==> src/rtl/seq_bcd_display.sv <==
// Sequential binary-to-7-segment driver: captures a word, converts it to signed
// magnitude, runs a one-bit-per-clock double-dabble, then registers the segments.
module seq_bcd_display #(
  parameter int WIDTH      = 8,
  parameter int DIGITS     = 3,
  parameter int BLANK_LEAD = 1
) (
  input  logic                  clk_i,
  input  logic                  rst_n_i,
  input  logic                  start_i,
  input  logic                  signed_mode_i,
  input  logic [WIDTH-1:0]      data_i,
  output logic                  busy_o,
  output logic                  done_o,
  output logic [7*DIGITS-1:0]   segs_o,
  output logic                  sign_seg_o
);

  localparam int BW = 4 * DIGITS;
  localparam int CW = $clog2(WIDTH + 1);

  typedef enum logic [1:0] {IDLE, SHIFT, UPDATE} state_e;

  state_e                state_q, state_d;
  logic [BW+WIDTH-1:0]   work_q, work_d;
  logic [CW-1:0]         cnt_q;
  logic                  neg_q, neg_d;
  logic                  done_q;
  logic                  sign_q;
  logic [7*DIGITS-1:0]   segs_q, segs_d;
  logic [BW-1:0]         bcd_adj;

  function automatic logic [6:0] seg7(input logic [3:0] d);
    case (d)
      4'd0:    seg7 = 7'b0000001;
      4'd1:    seg7 = 7'b1001111;
      4'd2:    seg7 = 7'b0010010;
      4'd3:    seg7 = 7'b0000110;
      4'd4:    seg7 = 7'b1001100;
      4'd5:    seg7 = 7'b0100100;
      4'd6:    seg7 = 7'b0100000;
      4'd7:    seg7 = 7'b0001111;
      4'd8:    seg7 = 7'b0000000;
      4'd9:    seg7 = 7'b0000100;
      default: seg7 = 7'b1111111;
    endcase
  endfunction

  always_ff @(posedge clk_i or negedge rst_n_i) begin
    if (!rst_n_i) state_q <= IDLE;
    else          state_q <= state_d;
  end

  always_comb begin
    state_d = state_q;
    case (state_q)
      IDLE:    if (start_i) state_d = SHIFT;
      SHIFT:   if (cnt_q == CW'(1)) state_d = UPDATE;
      UPDATE:  state_d = IDLE;
      default: state_d = IDLE;
    endcase
  end

  always_comb begin
    busy_o     = (state_q != IDLE);
    done_o     = done_q;
    segs_o     = segs_q;
    sign_seg_o = sign_q;
  end

  // Correct every nibble before the shift; work holds {bcd, mag} so one shift moves both.
  always_comb begin
    bcd_adj = work_q[BW+WIDTH-1:WIDTH];
    for (int i = 0; i < DIGITS; i++)
      if (work_q[WIDTH+4*i +: 4] >= 4'd5)
        bcd_adj[4*i +: 4] = work_q[WIDTH+4*i +: 4] + 4'd3;
    work_d = {bcd_adj, work_q[WIDTH-1:0]};
  end

  assign neg_d = signed_mode_i & data_i[WIDTH-1];

  // Digits above the ones place blank while they and everything higher are zero.
  always_comb begin
    logic       lead;
    logic [3:0] nib;
    segs_d = '1;
    lead   = 1'b1;
    nib    = 4'd0;
    for (int i = DIGITS - 1; i >= 0; i--) begin
      nib = work_q[WIDTH+4*i +: 4];
      if (BLANK_LEAD != 0 && lead && nib == 4'd0 && i != 0)
        segs_d[7*i +: 7] = 7'b1111111;
      else
        segs_d[7*i +: 7] = seg7(nib);
      if (nib != 4'd0) lead = 1'b0;
    end
  end

  always_ff @(posedge clk_i or negedge rst_n_i) begin
    if (!rst_n_i) begin
      work_q <= '0;
      cnt_q  <= '0;
      neg_q  <= 1'b0;
      done_q <= 1'b0;
      sign_q <= 1'b1;
      segs_q <= '1;
    end else begin
      done_q <= (state_q == UPDATE);
      case (state_q)
        IDLE: if (start_i) begin
          neg_q  <= neg_d;
          work_q <= {{BW{1'b0}}, (neg_d ? (~data_i + 1'b1) : data_i)};
          cnt_q  <= CW'(WIDTH);
        end
        SHIFT: begin
          work_q <= work_d << 1;
          cnt_q  <= cnt_q - 1'b1;
        end
        UPDATE: begin
          segs_q <= segs_d;
          sign_q <= ~neg_q;
        end
        default: ;
      endcase
    end
  end

endmodule
==> config.mk <==
export PLATFORM = sky130hd
export DESIGN_NAME = seq_bcd_display
export DESIGN_NICKNAME = d
export VERILOG_FILES = /design/src/rtl/seq_bcd_display.sv
export SDC_FILE = /design/constraint.sdc
export NUM_CORES = 1
export LEC_CHECK = 0
export CAP_MARGIN = 20
export CORE_ASPECT_RATIO = 0.5
export CORE_MARGIN = 3
export CORE_UTILIZATION = 50
export CTS_CLUSTER_DIAMETER = 80
export DETAILED_ROUTE_END_ITERATION = 8
export PLACE_DENSITY_LB_ADDON = 0.2
export SYNTH_ARGS = -nofsm -noshare
export SYNTH_HDL_FRONTEND = slang
export SYNTH_SLANG_ARGS = --single-unit
==> constraint.sdc <==
create_clock -name clk_i -period 1.4 [get_ports clk_i]
set_input_delay 0.28 -clock clk_i [delete_from_list [all_inputs] [get_ports clk_i]]
set_output_delay 0.28 -clock clk_i [all_outputs]
set_load 0.1 [all_outputs]
==> impl_metrics.ini <==
[status]
outcome = finished with violations
violations = setup timing

[drt]
wl_per_cell_um = 15.21
remaining_drc_errors = 0
drt_iter0_markers = 112
antenna_left = 0
drt-pass1-iter-count = 4
vias = 2453
drt-total-wl_mm = 6.797
drt-vias-per-instance = 5.488

[synthesis]
yosysWarnings = 0
synth_nets = 322
syn_area_per_cell_um2 = 9.530
yosysMostFrequentCell = nand2_1
synth-seq-cells = 50
ys.flop_type = dfrtp_1
synth_top_area_share_pct = 25.18
netlist_instances = 292
synth_cell_types = 47
async_flop_share_pct = 100.0
yosysTopAreaCell = dfrtp_1
synth-seq-area-share_pct = 45.95
synth_edf_count = 0
netlist_top_cells_count = nand2_1 (30), dfrtp_1 (28), nor2_1 (25), dfstp_2 (22), o21ai_0 (22)
synth_area_mm2 = 0.002783
synthTopCellsByArea = dfrtp_1 (25%), dfstp_2 (21%), ha_1 (8.1%)

[layout]
nNetsFinal = 406
post_route_cells_drive_above_1_share_pct = 40.85
final_core_util_pct = 81.58
antenna_cells = 0
syn_to_final_growth_pct = 50.54

[placed_design]
routabilityCongestion = 0.8330
io_buffers = 35
detailed_place_hpwl_mm = 4.634
place_ws_ns = -0.2525

[timing]
min_period_ns = 1.424
maxSlewViolCount = 0
rsz0062_at_grt = true
hold_violations = 0
fin_crit_sh_pct = 101.7
finClkSkew_ns = 0.01077
tightestPinTransition_ns = 0.3812
setup-violations-final = 3
fin_hold_ws_ns = 0.4417
setup_ws_ns = -0.02388
clock.fmax_mhz = 702.3
slew_headroom_pct = 74.52

[global_route]
grt_pass1_vias = 2373
grt_antenna_before_repair = 0
overflow = 0
grt_pass1_wl_mm = 11.04
grt_max_degree = 51
grtUsageTotal_pct = 20.82

[setup_path]
startpoint_type = register
cp_slowest_stage_delay_ns = 0.43
critPathKind = reg -> reg
timing.critical_path.required_ns = 1.58
r2r_end = work_q[10]$_DFFE_PN0P_
cp_data_arrival_time_ns = 1.60
r2r-start = work_q[8]$_DFFE_PN0P_
cp_slowest_cell = dfrtp_1
crit_chain = inv_2 > ha_4 > nand2b_4 > a21oi_4 > mux2i_1 > o22ai_1
cp_max_fo = 4
r2r_setup_slack_ns = -0.02
worstRegToRegCells = 6
end_kind = register

[floorplanning]
io_pins = 36
die_w_um = 111.5
die-area_mm2 = 0.006551
die_h_um = 58.75
initial_core_util_pct = 54.19
row_count = 18
core_mm2 = 0.005135

[clock_tree]
clkTransAtPathRegs_ns = 0.09
numCtsBuffers = 5
cts-root-buf = clkbuf_8
cts_sinks = 50
cts_tree = yes
clock_path_buffers = 2
htree_num_levels = 2
insertion_delay_ns = 0.31

[worst_hold_path]
hold_path.class = reg -> reg
hold_end = sign_seg_o$_DFFE_PN1P_
hp-start = neg_q$_DFFE_PN0P_
hold_path_depth = 1

[run]
drv_cap = 0
==> through the flow <==
step	cells	TNS, ns	cell area, µm²
finish	447	-0.04020	4189
global route	447	-0.5194	4189
CTS	441	-0.04785	4034
detailed placement	426	-3.574	3765
global placement	426	-2.957	3765
floorplan	292	-0.01499	2825
==> registers in the layout (all words and copies together), names as in the netlist <==
signal and count:
sign_seg_o 1, segs_o 21, done_o 1, state_q 2, work_q 20, cnt_q 4, neg_q 1
==> layout make-up <==
cell class,count,area [µm²]
multi-input cells,206,1544
flip-flops and latches,50,1284
repair buffers,92,1052
fillers,307,945.9
well taps,70,87.58
clock buffers,6,82.58
inverters,21,78.83
clock inverters,2,60.06
==> cell usage in the layout, fill, tap and decap left out, drive strengths merged, types with 2 or more instances in the layout <==
cell type      count
bufinv             2
clkdlybuf4s50     10
o22ai              9
o31ai              4
o21ai             26
dfstp             22
and3               2
buf               81
nor3               3
a211oi             2
nand3              3
a22o               2
a31oi              9
o21a               2
xnor2             10
and2               2
nand2b             5
o211ai             2
dfrtp             28
a22oi              5
inv               21
nand2             30
mux2i              5
ha                18
clkbuf             6
o22a               6
nor2              26
nor3b              3
a21oi             18
==> worst max-delay path by stage <==
stage / from / depth (start not counted) / end / slack [ns]
final: work_q[8]$_DFFE_PN0P_ / 6 / work_q[10]$_DFFE_PN0P_ / -0.02
after global placement: start_i / 5 / work_q[11]$_DFFE_PN0P_ / -0.22
after global routing: work_q[8]$_DFFE_PN0P_ / 6 / work_q[10]$_DFFE_PN0P_ / -0.10
after detailed placement: start_i / 6 / work_q[7]$_DFFE_PN0P_ / -0.25
after CTS: work_q[16]$_DFFE_PN0P_ / 5 / work_q[18]$_DFFE_PN0P_ / -0.03
after floorplan: work_q[9]$_DFFE_PN0P_ / 6 / work_q[10]$_DFFE_PN0P_ / -0.01
==> cells by family (layout without fill, tap and decap cells) <==
logic type               Yosys count  count (layout)  synth area share, %
buffers and inverters             36             121                6.025
AO/OA/AOI/OAI                     91              91                21.09
multiplexers                       6               6                2.203
adder cells (fa/ha/maj)           18              18                8.094
AND/OR/NAND/NOR                   80              80                13.17
XOR/XNOR                          11              11                3.462
flip-flops                        50              50                45.95
==> what timing repair did <==
action,4_1_cts,5_1_grt
hold buffers,1,0
setup buffers,6,6
pin swaps,6,16
endpoints found under the setup margin,9,22
hold endpoints to repair,28,0
gates resized for setup,22,24
==> worst max-delay path, delay by kind of cell (launching register included) <==
family	cells	cell delay, ns
compound gates	2	0.25
simple gates	1	0.07
buf+inv	1	0.13
fa+ha+maj	1	0.19
flops	1	0.43
mux	1	0.23
==> routing by layer <==
| metal | vias up | wire, µm | part of all wire, % | global-route usage, % |
|---|---|---|---|---|
| met2 | 64 | 3376 | 50 | 37.36 |
| met4 | 0 | 44 | 0.65 | 3.986 |
| met1 | 1198 | 3040 | 45 | 26.33 |
| met3 | 6 | 336 | 4.9 | 5.236 |
| met5 | - | 0 | 0 | 0 |
| li1 | 1185 | - | - | - |
Power is left out: the tool's default activity adds up to more than one toggle a clock period on the data nets, which glitch-free logic cannot reach.
